--- config.mk ---
export PLATFORM = sky130hd
export DESIGN_NAME = load_store_unit_flat
export DESIGN_NICKNAME = d
export VERILOG_FILES = /design/src/rtl/load_store_unit_if.sv /design/src/rtl/load_store_unit.sv /design/src/flat_wrapper.sv
export SDC_FILE = /design/constraint.sdc
export NUM_CORES = 1
export LEC_CHECK = 0
export ABC_CLOCK_PERIOD_IN_PS = 2550
export CELL_PAD_IN_SITES_DETAIL_PLACEMENT = 0
export CELL_PAD_IN_SITES_GLOBAL_PLACEMENT = 2
export CORE_MARGIN = 5
export CORE_UTILIZATION = 24
export CTS_CLUSTER_DIAMETER = 60
export DETAILED_ROUTE_END_ITERATION = 12
export PLACE_DENSITY_LB_ADDON = 0.1
export SYNTH_ARGS = -nofsm -noshare
export SYNTH_HDL_FRONTEND = slang
export SYNTH_SLANG_ARGS = --single-unit
--- constraint.sdc ---
create_clock -name clk -period 2.55 [get_ports clk]
set_clock_uncertainty 0.2 [all_clocks]
set_input_delay 0.6375 -clock clk [delete_from_list [all_inputs] [get_ports clk]]
set_output_delay 0.6375 -clock clk [all_outputs]
set_load 0.02 [all_outputs]
--- src/rtl/load_store_unit_if.sv ---
// Bundled request, data-memory and writeback-response ports of the RV32I load/store unit.
// slave is the unit itself; master is the execute/memory/writeback environment around it.
interface load_store_unit_if #(
    parameter int DATA_WIDTH = 32,
    parameter int ADDR_WIDTH = 32
);
    logic                  req_valid;
    logic                  req_ready;
    logic                  req_is_store;
    logic [2:0]            req_funct3;
    logic [ADDR_WIDTH-1:0] req_addr;
    logic [DATA_WIDTH-1:0] req_wdata;
    logic [4:0]            req_rd;

    logic                  mem_req_valid;
    logic                  mem_req_ready;
    logic                  mem_we;
    logic [ADDR_WIDTH-1:0] mem_addr;
    logic [3:0]            mem_be;
    logic [DATA_WIDTH-1:0] mem_wdata;
    logic                  mem_rsp_valid;
    logic [DATA_WIDTH-1:0] mem_rdata;

    logic                  rsp_valid;
    logic                  rsp_ready;
    logic [DATA_WIDTH-1:0] rsp_data;
    logic [4:0]            rsp_rd;
    logic                  rsp_reg_we;
    logic                  rsp_misaligned;
    logic                  rsp_illegal;
    logic [ADDR_WIDTH-1:0] rsp_addr;

    modport slave (
        input  req_valid, req_is_store, req_funct3, req_addr, req_wdata, req_rd,
        output req_ready,
        output mem_req_valid, mem_we, mem_addr, mem_be, mem_wdata,
        input  mem_req_ready, mem_rsp_valid, mem_rdata,
        output rsp_valid, rsp_data, rsp_rd, rsp_reg_we, rsp_misaligned, rsp_illegal, rsp_addr,
        input  rsp_ready
    );

    modport master (
        output req_valid, req_is_store, req_funct3, req_addr, req_wdata, req_rd,
        input  req_ready,
        input  mem_req_valid, mem_we, mem_addr, mem_be, mem_wdata,
        output mem_req_ready, mem_rsp_valid, mem_rdata,
        input  rsp_valid, rsp_data, rsp_rd, rsp_reg_we, rsp_misaligned, rsp_illegal, rsp_addr,
        output rsp_ready
    );
endinterface

--- src/rtl/load_store_unit.sv ---
// Multi-cycle RV32I load/store unit: one outstanding word-aligned memory access,
// byte-lane steering for stores, sign/zero extension for loads, fault reporting.
module load_store_unit #(
    parameter int DATA_WIDTH = 32,
    parameter int ADDR_WIDTH = 32
) (
    input logic              clk,
    input logic              rst_n,
    load_store_unit_if.slave bus
);
    typedef enum logic [1:0] {IDLE, ISSUE, WAIT, RESP} state_t;

    typedef struct packed {
        logic       is_store;
        logic [2:0] funct3;
        logic [1:0] off;
    } req_t;

    state_t state, state_nx;
    req_t   cap;

    logic                  illegal, misaligned, fault;
    logic [3:0]            be_nx;
    logic [DATA_WIDTH-1:0] wdata_nx;
    logic [1:0]            off;
    logic                  rsp_take;

    assign off = bus.req_addr[1:0];

    // funct3[1:0] encodes the access size (0 byte, 1 half, 2 word); funct3[2] is unsigned-load
    always_comb begin
        illegal    = bus.req_is_store ? (bus.req_funct3 > 3'd2)
                                      : (bus.req_funct3[1:0] == 2'b11 || bus.req_funct3 == 3'b110);
        misaligned = !illegal && ((bus.req_funct3[1:0] == 2'd1 && off[0]) ||
                                  (bus.req_funct3[1:0] == 2'd2 && off != 2'b00));
        fault      = illegal || misaligned;
        case (bus.req_funct3[1:0])
            2'd0:    begin be_nx = 4'b0001 << off; wdata_nx = {4{bus.req_wdata[7:0]}};  end
            2'd1:    begin be_nx = 4'b0011 << off; wdata_nx = {2{bus.req_wdata[15:0]}}; end
            default: begin be_nx = 4'b1111;        wdata_nx = bus.req_wdata;            end
        endcase
        if (!bus.req_is_store) wdata_nx = '0;
    end

    always_ff @(posedge clk) begin
        if (!rst_n) state <= IDLE;
        else        state <= state_nx;
    end

    always_comb begin
        state_nx      = state;
        bus.req_ready = (state == IDLE);
        bus.rsp_valid = (state == RESP);
        case (state)
            IDLE:  if (bus.req_valid)     state_nx = fault ? RESP : ISSUE;
            ISSUE: if (bus.mem_req_ready) state_nx = bus.mem_rsp_valid ? RESP : WAIT;
            WAIT:  if (bus.mem_rsp_valid) state_nx = RESP;
            RESP:  if (bus.rsp_ready)     state_nx = IDLE;
            default:                      state_nx = IDLE;
        endcase
    end

    // A response can arrive in the same cycle the request is accepted
    assign rsp_take = bus.mem_rsp_valid &&
                      ((state == ISSUE && bus.mem_req_ready) || state == WAIT);

    logic [3:0][7:0]       rbytes;
    logic [1:0][15:0]      rhalves;
    logic [7:0]            bsel;
    logic [15:0]           hsel;
    logic [DATA_WIDTH-1:0] ld_ext;

    assign rbytes  = bus.mem_rdata;
    assign rhalves = bus.mem_rdata;

    always_comb begin
        bsel = rbytes[cap.off];
        hsel = rhalves[cap.off[1]];
        case (cap.funct3)
            3'b000:  ld_ext = {{24{bsel[7]}}, bsel};
            3'b001:  ld_ext = {{16{hsel[15]}}, hsel};
            3'b100:  ld_ext = {24'd0, bsel};
            3'b101:  ld_ext = {16'd0, hsel};
            default: ld_ext = bus.mem_rdata;
        endcase
    end

    always_ff @(posedge clk) begin
        if (!rst_n) begin
            cap                <= '0;
            bus.mem_req_valid  <= 1'b0;
            bus.mem_we         <= 1'b0;
            bus.mem_addr       <= '0;
            bus.mem_be         <= '0;
            bus.mem_wdata      <= '0;
            bus.rsp_data       <= '0;
            bus.rsp_rd         <= '0;
            bus.rsp_reg_we     <= 1'b0;
            bus.rsp_misaligned <= 1'b0;
            bus.rsp_illegal    <= 1'b0;
            bus.rsp_addr       <= '0;
        end else begin
            case (state)
                IDLE: if (bus.req_valid) begin
                    cap                <= '{is_store: bus.req_is_store, funct3: bus.req_funct3, off: off};
                    bus.rsp_rd         <= bus.req_rd;
                    bus.rsp_addr       <= bus.req_addr;
                    bus.rsp_data       <= '0;
                    bus.rsp_reg_we     <= 1'b0;
                    bus.rsp_illegal    <= illegal;
                    bus.rsp_misaligned <= misaligned;
                    if (!fault) begin
                        bus.mem_req_valid <= 1'b1;
                        bus.mem_we        <= bus.req_is_store;
                        bus.mem_addr      <= {bus.req_addr[ADDR_WIDTH-1:2], 2'b00};
                        bus.mem_be        <= be_nx;
                        bus.mem_wdata     <= wdata_nx;
                    end
                end
                ISSUE: if (bus.mem_req_ready) bus.mem_req_valid <= 1'b0;
                default: ;
            endcase
            if (rsp_take && !cap.is_store) begin
                bus.rsp_data   <= ld_ext;
                bus.rsp_reg_we <= (bus.rsp_rd != 5'd0);
            end
        end
    end
endmodule

--- src/flat_wrapper.sv ---
// flat-port wrapper written by rule: the top's interface ports become plain ports
module load_store_unit_flat 
#(
    parameter int DATA_WIDTH = 32,
    parameter int ADDR_WIDTH = 32
)
  (clk, rst_n, bus_req_valid, bus_req_is_store, bus_req_funct3, bus_req_addr, bus_req_wdata, bus_req_rd, bus_req_ready, bus_mem_req_valid, bus_mem_we, bus_mem_addr, bus_mem_be, bus_mem_wdata, bus_mem_req_ready, bus_mem_rsp_valid, bus_mem_rdata, bus_rsp_valid, bus_rsp_data, bus_rsp_rd, bus_rsp_reg_we, bus_rsp_misaligned, bus_rsp_illegal, bus_rsp_addr, bus_rsp_ready);
  load_store_unit_if #(.DATA_WIDTH(DATA_WIDTH), .ADDR_WIDTH(ADDR_WIDTH)) bus_i ();
  input logic clk;
  input logic rst_n;
  input wire logic [$bits(bus_i.req_valid)-1:0] bus_req_valid;
  input wire logic [$bits(bus_i.req_is_store)-1:0] bus_req_is_store;
  input wire logic [$bits(bus_i.req_funct3)-1:0] bus_req_funct3;
  input wire logic [$bits(bus_i.req_addr)-1:0] bus_req_addr;
  input wire logic [$bits(bus_i.req_wdata)-1:0] bus_req_wdata;
  input wire logic [$bits(bus_i.req_rd)-1:0] bus_req_rd;
  output wire logic [$bits(bus_i.req_ready)-1:0] bus_req_ready;
  output wire logic [$bits(bus_i.mem_req_valid)-1:0] bus_mem_req_valid;
  output wire logic [$bits(bus_i.mem_we)-1:0] bus_mem_we;
  output wire logic [$bits(bus_i.mem_addr)-1:0] bus_mem_addr;
  output wire logic [$bits(bus_i.mem_be)-1:0] bus_mem_be;
  output wire logic [$bits(bus_i.mem_wdata)-1:0] bus_mem_wdata;
  input wire logic [$bits(bus_i.mem_req_ready)-1:0] bus_mem_req_ready;
  input wire logic [$bits(bus_i.mem_rsp_valid)-1:0] bus_mem_rsp_valid;
  input wire logic [$bits(bus_i.mem_rdata)-1:0] bus_mem_rdata;
  output wire logic [$bits(bus_i.rsp_valid)-1:0] bus_rsp_valid;
  output wire logic [$bits(bus_i.rsp_data)-1:0] bus_rsp_data;
  output wire logic [$bits(bus_i.rsp_rd)-1:0] bus_rsp_rd;
  output wire logic [$bits(bus_i.rsp_reg_we)-1:0] bus_rsp_reg_we;
  output wire logic [$bits(bus_i.rsp_misaligned)-1:0] bus_rsp_misaligned;
  output wire logic [$bits(bus_i.rsp_illegal)-1:0] bus_rsp_illegal;
  output wire logic [$bits(bus_i.rsp_addr)-1:0] bus_rsp_addr;
  input wire logic [$bits(bus_i.rsp_ready)-1:0] bus_rsp_ready;
  assign bus_i.req_valid = bus_req_valid;
  assign bus_i.req_is_store = bus_req_is_store;
  assign bus_i.req_funct3 = bus_req_funct3;
  assign bus_i.req_addr = bus_req_addr;
  assign bus_i.req_wdata = bus_req_wdata;
  assign bus_i.req_rd = bus_req_rd;
  assign bus_req_ready = bus_i.req_ready;
  assign bus_mem_req_valid = bus_i.mem_req_valid;
  assign bus_mem_we = bus_i.mem_we;
  assign bus_mem_addr = bus_i.mem_addr;
  assign bus_mem_be = bus_i.mem_be;
  assign bus_mem_wdata = bus_i.mem_wdata;
  assign bus_i.mem_req_ready = bus_mem_req_ready;
  assign bus_i.mem_rsp_valid = bus_mem_rsp_valid;
  assign bus_i.mem_rdata = bus_mem_rdata;
  assign bus_rsp_valid = bus_i.rsp_valid;
  assign bus_rsp_data = bus_i.rsp_data;
  assign bus_rsp_rd = bus_i.rsp_rd;
  assign bus_rsp_reg_we = bus_i.rsp_reg_we;
  assign bus_rsp_misaligned = bus_i.rsp_misaligned;
  assign bus_rsp_illegal = bus_i.rsp_illegal;
  assign bus_rsp_addr = bus_i.rsp_addr;
  assign bus_i.rsp_ready = bus_rsp_ready;
  load_store_unit #(.DATA_WIDTH(DATA_WIDTH), .ADDR_WIDTH(ADDR_WIDTH)) u_core (.clk(clk), .rst_n(rst_n), .bus(bus_i));
endmodule
==> out/metrics.yaml, run 1 <==
run_status:
  run_status: "completed"
sta:
  rsz0062_at_grt: "no"
  finalCriticalPeriod_ns: 2.46
  final-setup-viol-count: 0
  drv_slew: 0
  holdWs_ns: 0.252
  worst_pin_slew_ns: 0.527
  max_freq_mhz: 407
  hold_viol: 0
  slew_headroom: 0.648
  fin_crit_sh: 0.964
cells_and_area:
  nets: 1106
  drive_gt1_frac: 0.0859
  fillerInstances: 2714
  layout_commonest_cell: "clkdlybuf4s50_1"
  multi_input_area_um2: 2960
  fin_area_um2: 9950
  area_growth_pct: 59.5
  final_cell_mix: "clkdlybuf4s50_1, nand2_1, dfxtp_1"
  ff_latch_area_um2: 2920
worst_setup_path:
  cp-end-kind: "output port"
  cp_max_fo: 9
  crit_required_ns: 1.71
  cp_slowest_cell: "clkdlybuf4s50_1"
  path_buf_inv: 1
  r2r_end: "u_core.bus.rsp_data[25]"
  rrSetupSlack_ns: 0.47
  path_class: "reg -> out"
  crit_end: "bus_rsp_addr[1]"
  cp_top_family: "buffers and inverters"
  arrival_ns: 1.62
  reg2reg_depth: 7
  crit_chain: "clkdlybuf4s50_1"
  r2r_start: "u_core.state[1]"
  crit_start: "u_core.bus.rsp_addr[1]"
  cpPeakStageDelay_ns: 0.71
  path_depth: 1
  start_kind: "flop"
global_route:
  globalRoute.totalOverflow: 0
  antenna_found_initial: 1
  grt_util_met2: 0.254
  grt_use_met1: 0.207
  grt_pass1_wl_mm: 36.2
  grt_pass1_vias: 6111
  grt_use_met3: 0.0549
  track_usage: 0.158
  grt_max_degree: 78
  grt.busiest_layer: "met2"
clocking:
  clock_sinks: 146
  clkTransAtPathRegs_ns: 0.07
  root_buffer: "clkbuf_16"
  cts_tree: "done"
  clk_latency_ns: 0.41
  cts_buffer_depth: 2
  h-tree-depth: 4
  cts_buffers: 17
  post_cts_buffers: 0
  hold_buffers: 0
placement:
  hpwl_mm: 17.4
  post_dp_cell_area_um2: 9320
  io_buffer_count: 252
  place_congestion: 0.729
route:
  drc_errors: 0
  postRouteAntennaNets: 0
  viasPerCell: 4.53
  wl_per_cell_um: 17.7
  vias: 6062
  routed_wl_mm: 23.6
  first_pass_iters: 4
  drt_iter0_drc: 274
die:
  start_util: 0.241
  core_um2: 25800
  fp.dieH_um: 171
  die_x_um: 171
  dieArea_um2: 29300
  num_io_pins: 255
  rows: 59
yosys:
  syn_area_per_cell_um2: 8.37
  netlist_top_cells_area: "dfxtp_1, nand2_1, a21oi_1"
  syn_inst: 745
  synth-compound-area-share: 0.224
  ys.flop_type: "dfxtp_1"
  yosys_warnings: 0
  yosysTopAreaCellShare: 0.469
  netlist_area_um2: 6240
  seq_area_frac_synth: 0.469
  synth_xor_area_frac: 0.00140
  ys_seq_elements: 146
  synth_top_family_by_area: "compound AO/OA/AOI/OAI gates"
  synthMuxAreaShare: 0.0437
  synth.distinct_cells: 52
  synthAdderAreaFrac: 0.0100
  synth_edf_count: 0
  synth-simple-area-share: 0.192
  synth_top_cell_by_area: "dfxtp_1"
  async_reset_ff_frac: 0
pwr:
  peakVddDrop_v: 0.000370
  p_leak_uw: 0.00365
  p_per_area_nw_per_um2: 799
  finalPower_uw: 7950
run:
  drv_cap: 0
worst_hold_path:
  holdPathStages: 2
  hold_path_class: "reg -> reg"
## where the power goes
part	leakage (µW)	total, µW	switching, µW	internal (µW)
logic	0.00216	2520	1410	1120
clock network	0.000303	2690	1030	1660
registers	0.00119	2740	174	2560
total	0.00365	7950	2610	5340
## routing by layer
metal / vias to the layer above / wire length, µm / part of all wire
li1: 3090 / - / -
met1: 2785 / 10800 / 0.46
met2: 170 / 10800 / 0.46
met3: 15 / 1840 / 0.078
met4: 2 / 144 / 0.0061
met5: - / 11 / 0.00047
## cell families (layout without fill, tap and decap cells)
kind of cell / Yosys count / in the layout
fa+ha+maj: 5 / 5
other cells: 1 / 3
simple gates: 264 / 264
compound gates: 216 / 216
buf+inv: 85 / 340
mux: 27 / 27
flops: 146 / 146
xor+xnor: 1 / 1
## what timing repair did
| item | CTS | global route |
|---|---|---|
| hold endpoints to repair | 0 | 0 |
| setup endpoints to repair | 2 | 1 |
| resized for setup | 2 | 1 |
## synth_stat cells, types with 7 or more instances
| master | count |
|---|---|
| o2bb2ai_1 | 7 |
| a211o_1 | 7 |
| a21oi_1 | 105 |
| mux2i_1 | 25 |
| clkbuf_1 | 47 |
| dfxtp_1 | 146 |
| nand2_1 | 150 |
| o31ai_1 | 25 |
| nand2b_1 | 24 |
| o32ai_1 | 7 |
| inv_1 | 15 |
| and3b_1 | 7 |
| nor2_1 | 15 |
| buf_2 | 10 |
| o21ai_0 | 20 |
| nand3_1 | 50 |
| a22o_1 | 24 |
## flip-flops by register name (all words and copies together) (netlist names)
name                       count
u_core.bus.mem_we              1
u_core.bus.rsp_rd              5
u_core.bus.mem_addr           30
u_core.cap                     4
u_core.bus.rsp_illegal         1
u_core.bus.rsp_misaligned      1
u_core.bus.rsp_reg_we          1
u_core.bus.mem_req_valid       1
u_core.state                   2
u_core.bus.rsp_data           32
u_core.bus.mem_wdata          32
u_core.bus.rsp_addr           32
u_core.bus.mem_be              4
## through the flow
stage	utilization	TNS (ns)	cells	setup slack [ns]
floorplan	-	0	746	0.375
global placement	0.361	-3.42	1306	-0.0751
detailed placement	0.361	-5.94	1306	-0.144
CTS	0.385	0	1336	0.0517
global route	0.385	0	1336	0.00940
finish	0.385	0	1337	0.0927
## worst min-delay path by stage
stage / startpoint / endpoint
floorplan: u_core.cap[5] / u_core.cap[5]
finish: u_core.bus.mem_addr[12] / u_core.bus.mem_addr[12]
CTS: u_core.bus.mem_addr[11] / u_core.bus.mem_addr[11]
global route: u_core.bus.mem_addr[21] / u_core.bus.mem_addr[21]
global placement: u_core.bus.mem_addr[30] / u_core.bus.mem_addr[30]
detailed placement: u_core.bus.mem_addr[30] / u_core.bus.mem_addr[30]
## cell type report
cell class,instances,area share
antenna,1,0.000252
clock buffer,18,0.0441
clock inverter,12,0.0182
inverter,16,0.00604
multi-input combinational,515,0.298
sequential,146,0.294
tap,335,0.0421
timing repair buffer,294,0.297
(Power assumes the default switching activity.)
==> run 2, diff against run 1 <==
--- a/config.mk
+++ b/config.mk
@@ -12,6 +12,7 @@
 export CORE_UTILIZATION = 24
 export CTS_CLUSTER_DIAMETER = 60
 export DETAILED_ROUTE_END_ITERATION = 12
+export HOLD_SLACK_MARGIN = 0.03
 export PLACE_DENSITY_LB_ADDON = 0.1
 export SYNTH_ARGS = -nofsm -noshare
 export SYNTH_HDL_FRONTEND = slang
==> results of run 2 <==
Final layout, timing and power as in run 1 (identical DEF).
